**src/rtl/risc_idecode.sv**
```systemverilog
// Qrisc32 decode stage: expands instruction words into pipe_struct records
// and hands them to EX through a primary register backed by one skid slot.
package risc_pack;
    localparam logic [3:0] OP_LDR    = 4'd0;
    localparam logic [3:0] OP_STR    = 4'd1;
    localparam logic [3:0] OP_JMPUNC = 4'd2;
    localparam logic [3:0] OP_JMPF   = 4'd3;
    localparam logic [3:0] OP_ALU    = 4'd4;
    localparam logic [3:0] OP_LDRF   = 4'd5;

    typedef struct packed {
        logic        read_mem;
        logic        write_mem;
        logic        write_reg;
        logic        and_op;
        logic        or_op;
        logic        xor_op;
        logic        add_op;
        logic        mul_op;
        logic        shl_op;
        logic        shr_op;
        logic        cmp_op;
        logic        ldrf_op;
        logic        jmpunc;
        logic        jmpz;
        logic        jmpnz;
        logic        jmpc;
        logic        jmpnc;
        logic        incr_r2_enable;
        logic [3:0]  incr_r2;
        logic [4:0]  src_r1;
        logic [4:0]  src_r2;
        logic [4:0]  dst_r;
        logic [31:0] val_r1;
        logic [31:0] val_r2;
        logic [31:0] val_dst;
    } pipe_struct;
endpackage

module risc_idecode
    import risc_pack::*;
#(
    parameter int PC_W = 32
) (
    input  logic            clk,
    input  logic            areset,
    input  logic            in_valid,
    output logic            in_ready,
    input  logic [31:0]     in_instr,
    input  logic [PC_W-1:0] in_pc,
    output logic [4:0]      rf_raddr1,
    output logic [4:0]      rf_raddr2,
    output logic [4:0]      rf_raddr3,
    input  logic [31:0]     rf_rdata1,
    input  logic [31:0]     rf_rdata2,
    input  logic [31:0]     rf_rdata3,
    input  logic            flush,
    output logic            out_valid,
    input  logic            out_ready,
    output pipe_struct      out_pipe,
    output logic            illegal,
    output logic [15:0]     illegal_cnt
);
    pipe_struct  dec, prim_q, prim_d, skid_q, skid_d;
    logic        prim_vld_q, prim_vld_d, skid_vld_q, skid_vld_d;
    logic        illegal_q, illegal_d;
    logic [15:0] illegal_cnt_q, illegal_cnt_d;
    logic        ill, accept, incr_base;
    logic [31:0] pc_ext, off;

    assign rf_raddr1 = in_instr[9:5];
    assign rf_raddr2 = in_instr[14:10];
    assign rf_raddr3 = in_instr[4:0];

    always_comb begin
        pc_ext = '0;
        pc_ext[PC_W-1:0] = in_pc;
    end

    assign off       = in_instr[25] ? rf_rdata2 : {{17{in_instr[24]}}, in_instr[24:10]};
    assign incr_base = (in_instr[23:22] != 2'b00);

    always_comb begin
        dec                = '0;
        ill                = 1'b0;
        dec.src_r1         = in_instr[9:5];
        dec.src_r2         = in_instr[14:10];
        dec.dst_r          = in_instr[4:0];
        dec.incr_r2        = {1'b0, in_instr[24:22]};
        dec.incr_r2_enable = incr_base;
        case (in_instr[31:28])
            OP_LDR: begin
                dec.incr_r2_enable = incr_base & in_instr[25];
                dec.write_reg      = 1'b1;
                case (in_instr[27:26])
                    2'd0: begin dec.or_op = 1'b1; dec.val_r1 = rf_rdata1; end
                    2'd1: begin
                        dec.or_op  = 1'b1;
                        dec.val_r1 = {in_instr[20:5], 16'h0};
                        dec.val_r2 = {16'h0, rf_rdata3[15:0]};
                    end
                    2'd2: begin
                        dec.or_op  = 1'b1;
                        dec.val_r1 = {rf_rdata3[31:16], 16'h0};
                        dec.val_r2 = {16'h0, in_instr[20:5]};
                    end
                    default: begin dec.read_mem = 1'b1; dec.val_r1 = rf_rdata1; dec.val_r2 = off; end
                endcase
            end
            OP_STR: begin
                dec.incr_r2_enable = incr_base & in_instr[25];
                dec.write_mem      = 1'b1;
                dec.val_r1         = rf_rdata1;
                dec.val_r2         = off;
                dec.val_dst        = rf_rdata3;
                ill                = (in_instr[27:26] != 2'd3);
            end
            OP_JMPUNC: begin
                dec.incr_r2_enable = incr_base & in_instr[25];
                dec.jmpunc         = 1'b1;
                case (in_instr[27:26])
                    2'd0: dec.val_dst = {pc_ext[31:26], in_instr[25:0]};
                    2'd1: begin dec.val_r1 = pc_ext; dec.val_r2 = off; end
                    2'd2: begin
                        dec.write_reg = 1'b1;
                        dec.val_r1    = pc_ext;
                        dec.val_r2    = off;
                        dec.val_dst   = pc_ext + 32'd1;
                    end
                    default: dec.val_dst = rf_rdata3;
                endcase
            end
            OP_JMPF: begin
                dec.incr_r2_enable = incr_base & in_instr[25];
                dec.val_r1         = pc_ext;
                dec.val_r2         = off;
                {dec.jmpz, dec.jmpnz, dec.jmpc, dec.jmpnc} = 4'b1000 >> in_instr[27:26];
            end
            OP_ALU: begin
                dec.val_r1    = rf_rdata1;
                dec.val_r2    = rf_rdata2;
                dec.write_reg = (in_instr[27:25] != 3'd7);
                {dec.and_op, dec.or_op, dec.xor_op, dec.add_op,
                 dec.mul_op, dec.shl_op, dec.shr_op, dec.cmp_op} = 8'h80 >> in_instr[27:25];
            end
            OP_LDRF: begin
                // condition rides on the branch flags; EX treats them as a select
                dec.ldrf_op   = 1'b1;
                dec.write_reg = 1'b1;
                dec.val_r1    = rf_rdata1;
                dec.val_r2    = rf_rdata2;
                {dec.jmpz, dec.jmpnz, dec.jmpc, dec.jmpnc} = 4'b1000 >> in_instr[27:26];
                ill           = in_instr[25];
            end
            default: ill = 1'b1;
        endcase
        if (ill || in_instr == 32'h0) dec = '0;
    end

    assign in_ready = !skid_vld_q;
    assign accept   = in_valid & in_ready;

    always_comb begin
        prim_d        = prim_q;
        prim_vld_d    = prim_vld_q;
        skid_d        = skid_q;
        skid_vld_d    = skid_vld_q;
        illegal_d     = 1'b0;
        illegal_cnt_d = illegal_cnt_q;
        if (flush) begin
            prim_vld_d = 1'b0;
            skid_vld_d = 1'b0;
        end else if (skid_vld_q) begin
            if (out_ready) begin
                prim_d     = skid_q;
                skid_vld_d = 1'b0;
            end
        end else if (accept) begin
            // skid is only used when the primary slot is held by backpressure
            if (!prim_vld_q || out_ready) begin
                prim_d     = dec;
                prim_vld_d = 1'b1;
            end else begin
                skid_d     = dec;
                skid_vld_d = 1'b1;
            end
            illegal_d = ill;
            if (ill && illegal_cnt_q != 16'hFFFF) illegal_cnt_d = illegal_cnt_q + 16'd1;
        end else if (out_ready) begin
            prim_vld_d = 1'b0;
        end
    end

    always_ff @(posedge clk or negedge areset) begin
        if (!areset) begin
            prim_q        <= '0;
            prim_vld_q    <= 1'b0;
            skid_q        <= '0;
            skid_vld_q    <= 1'b0;
            illegal_q     <= 1'b0;
            illegal_cnt_q <= '0;
        end else begin
            prim_q        <= prim_d;
            prim_vld_q    <= prim_vld_d;
            skid_q        <= skid_d;
            skid_vld_q    <= skid_vld_d;
            illegal_q     <= illegal_d;
            illegal_cnt_q <= illegal_cnt_d;
        end
    end

    assign out_valid   = prim_vld_q;
    assign out_pipe    = prim_q;
    assign illegal     = illegal_q;
    assign illegal_cnt = illegal_cnt_q;
endmodule

```
**config.mk**
```make
export PLATFORM = sky130hd
export DESIGN_NAME = risc_idecode
export DESIGN_NICKNAME = d
export VERILOG_FILES = /design/src/rtl/risc_idecode.sv
export SDC_FILE = /design/constraint.sdc
export NUM_CORES = 1
export LEC_CHECK = 0
export CAP_MARGIN = 10
export CORE_MARGIN = 8
export CORE_UTILIZATION = 43
export CTS_CLUSTER_SIZE = 20
export DETAILED_ROUTE_END_ITERATION = 8
export MAX_ROUTING_LAYER = met4
export PLACE_DENSITY = 0.73
export SLEW_MARGIN = 30
export SYNTH_ARGS = -nofsm -noshare
export SYNTH_HDL_FRONTEND = slang
export SYNTH_SLANG_ARGS = --single-unit
```
**constraint.sdc**
```tcl
create_clock -name clk -period 2 [get_ports clk]
set_input_delay 0.4 -clock clk [delete_from_list [all_inputs] [get_ports clk]]
set_output_delay 0.4 -clock clk [all_outputs]
set_load 0.01 [all_outputs]
```
==> run metrics <==
status=complete, but fails checks; failing checks=design-rule violations, negative setup slack; #FFs+latches synth=~280; PnR Total Power=16,200 uW; Mapped Area=15,000 um2; final setup fails=4; main combinational cell family by area after synthesis=compound AO/OA/AOI/OAI gates; DR iter-0 viols=1,635; Synth Instances=around 1,700; routed length on met3=around 6000 um; top routing layer used=met4; Post-Synth Simple-Gate Area=between 20 and 25%; Skew-Pair Late Insertion Delay=~0.51 ns; M1 wire length=25,800 um; Max-slew headroom=a little over three fifths; Synth Area in Adders=less than 1%; RSZ-0062 raised after global routing=yes; Final period util=101%; Static Leakage=roughly 0.01 uW; pwr/cell area=roughly 710 nW/um2; CP required=between 2 and 2.5 ns; io pins=332; CP Cell Sequence=clkdlybuf4s50_1 -> nor4_2 -> nand3_2 -> o41ai_4 -> buf_4 -> buf_8 -> nor2_1 -> a221o_1; Die W=approximately 200 um; commonest cells after routing, fill and taps aside=dfrtp_1 (282), clkdlybuf4s50_1 (267), buf_4 (265); GR Util All Layers=between 30 and 40%; CP max-delay cell=clkdlybuf4s50_1; initial antenna violation count=4; Worst Setup Path Type=primary input to flip-flop; total grt overflow=0; Mapped Nets=1,899; layout net count=around 2,400; Layout Cells excl Fill=roughly 2,700; reg2reg setup slack=between 0.1 and 0.15 ns; Post-synth ARST share=100%; clk slew on worst S/H paths=~0.060 ns; drt pass-1 iters=9; clk_skew=around 0.018 ns; Primary FF master, synth=dfrtp_1; Inst Count DP=about 2,600; # DRC=5; initial core utilization=a little over two fifths; Hold Path Class=primary input to flip-flop; Seq/Total Area, Yosys=between 40% and 50%; met2 WL=~30,000 um; number of global-route vias before repair=~16,000; total CTS buffers=34; DR vias=roughly 16,000; Place WS=-0.951 ns; mux contribution to synthesized area=less than 1%; Syn. warnings=0; Synth Area in XOR/XNOR=2.34%; startpoint types=primary input; number of max-cap violations=0; H-tree depth=2; CTS sink count=about 280; hpwl dp=about 46,000 um; routability cong.=between 0.9 and 1; Fin. Hold Viols=0; Max FO, Critical Path=8; drt total wl=63,800 um; synth unique cells=65; synthesis-to-finish area growth=51.7%; die height=between 200 and 250 um; CP Capture Type=flip-flop; worst vdd ir=~0.71 mV; slew at the pin closest to its max-slew limit=around 0.56 ns; WP data arrival=2.41 ns; core box area=about 34,000 um2; EDFF count, synth=0; row count=between 60 and 70; Compound-Gate Fraction of Synth Area=a little under a quarter; Post-DRT Antenna Nets=0; DR vias/cell=5.90; CTS max path bufs=3; final worst setup slack=-0.0198 ns; CTS tree=built; CP max stage delay=around 0.48 ns; Post-Syn Area per Cell=8.66 um2; DIE AREA=around 41,000 um2; most common cell after layout, fill and taps aside=dfrtp_1; maximum clock rate=~500 MHz; min Tclk post-route=between 2 and 2.5 ns; fin. max-slew vios=0; largest net degree at the start of global routing=just under 100; Root Driver=clkbuf_16; setup TNS=-0.0562 ns; WL per Instance=23.4 um; Fillers=2,826; share of cells above drive strength 1=between 20 and 25%; first-pass GRT wire length=between 90,000 and 100,000 um; Port Buf Inserts=330
==> layout make-up <==
type / count / area (um2) / share of cell area (%)
well taps: 455 / 569 / 2.51
clock buffers: 53 / 1040 / 4.60
flip-flops and latches: 283 / 7090 / 31.2
repair buffers: 645 / 6150 / 27.1
inverters: 16 / 72.6 / 0.320
diodes: 4 / 10.0 / 0.0441
clock inverters: 6 / 67.6 / 0.298
multi-input cells: 1263 / 7700 / 33.9
==> what timing repair did <==
item / CTS / global route
endpoints found under the hold margin: 45 / 0
cloned: 6 / 0
setup endpoints to repair: 265 / 166
setup buffers: 24 / 7
pin swaps: 35 / 31
hold buffers: 1 / 0
resized for setup: 132 / 72
==> metrics by stage <==
step | util, % | hold WS (ns) | area, um2
5_1_grt | 66.1 | 0.269 | 22700
4_1_cts | 65.6 | 0.417 | 22600
3_5_place_dp | 60.8 | 0.377 | 20900
6_report | 66.1 | 0.266 | 22700
3_3_place_gp | 60.8 | 0.374 | 20900
2_1_floorplan | - | 0.104 | 15400
==> per-layer routing <==
metal | up-vias | GRT usage, %
met4 | 0 | 12.1
met1 | 7856 | 39.1
met5 | - | -
met2 | 795 | 47.4
met3 | 150 | 7.24
li1 | 7265 | -
==> cell usage after synthesis (all sizes together), types with 9 or more instances <==
cell type | count | area (um2)
nor4 | 16 | 100
xnor2 | 32 | 280
o21ai | 183 | 916
a31oi | 11 | 68.8
o31ai | 24 | 180
nand2 | 257 | 965
nor2 | 105 | 399
and2 | 24 | 150
a221o | 19 | 190
dfrtp | 283 | 7080
and3 | 76 | 475
inv | 16 | 60.1
nand4 | 13 | 87.6
a222oi | 21 | 210
or3 | 10 | 62.6
a22oi | 23 | 173
buf | 53 | 299
o31a | 9 | 78.8
nand3 | 98 | 495
o21a | 9 | 67.6
a22o | 37 | 324
nor3 | 19 | 95.1
clkbuf | 115 | 432
a21oi | 181 | 906
==> sequential cells by signal, summed over array words and instances, names as in the netlist <==
| name | count |
|---|---|
| out_pipe | 132 |
| skid_vld_q | 1 |
| out_valid | 1 |
| illegal | 1 |
| skid_q | 132 |
| illegal_cnt | 16 |
==> cells by family after synthesis <==
kind of cell	count (synthesis)
other	1
buffers and inverters	184
xor gates and xnor gates	40
AOI/OAI and AO/OA	560
and+or+nand+nor	643
DFF	283
adders and majority gates	6
muxes	11
==> path summary, 6_finish.rpt <==
path                                    startpoint                         end  cells after the start
hold reg to reg            skid_q[117]$_DFFE_PN0P_     skid_q[117]$_DFFE_PN0P_                      2
min in group asynchronous                   areset     skid_q[130]$_DFFE_PN0P_                      2
hold / removal                        in_instr[27]     skid_q[127]$_DFFE_PN0P_                      3
max in group asynchronous                   areset        skid_vld_q$_DFF_PN0_                      3
setup / recovery                      in_instr[16]    out_pipe[33]$_DFFE_PN0P_                      8
setup reg to reg              skid_vld_q$_DFF_PN0_  illegal_cnt[1]$_DFFE_PN0P_                      6
==> critical path: cells and delay by family <==
| kind | cells | cell delay [ns] |
|---|---|---|
| buffers and inverters | 3 | 0.87 |
| and+or+nand+nor | 3 | 0.55 |
| AOI/OAI and AO/OA | 2 | 0.59 |
==> power breakdown <==
part / internal, uW / switching (uW)
clock network: 3720 / 2440
logic: 1680 / 1790
registers: 6200 / 337
total: 11600 / 4570
No activity file was read; power rests on OpenSTA's default activity.
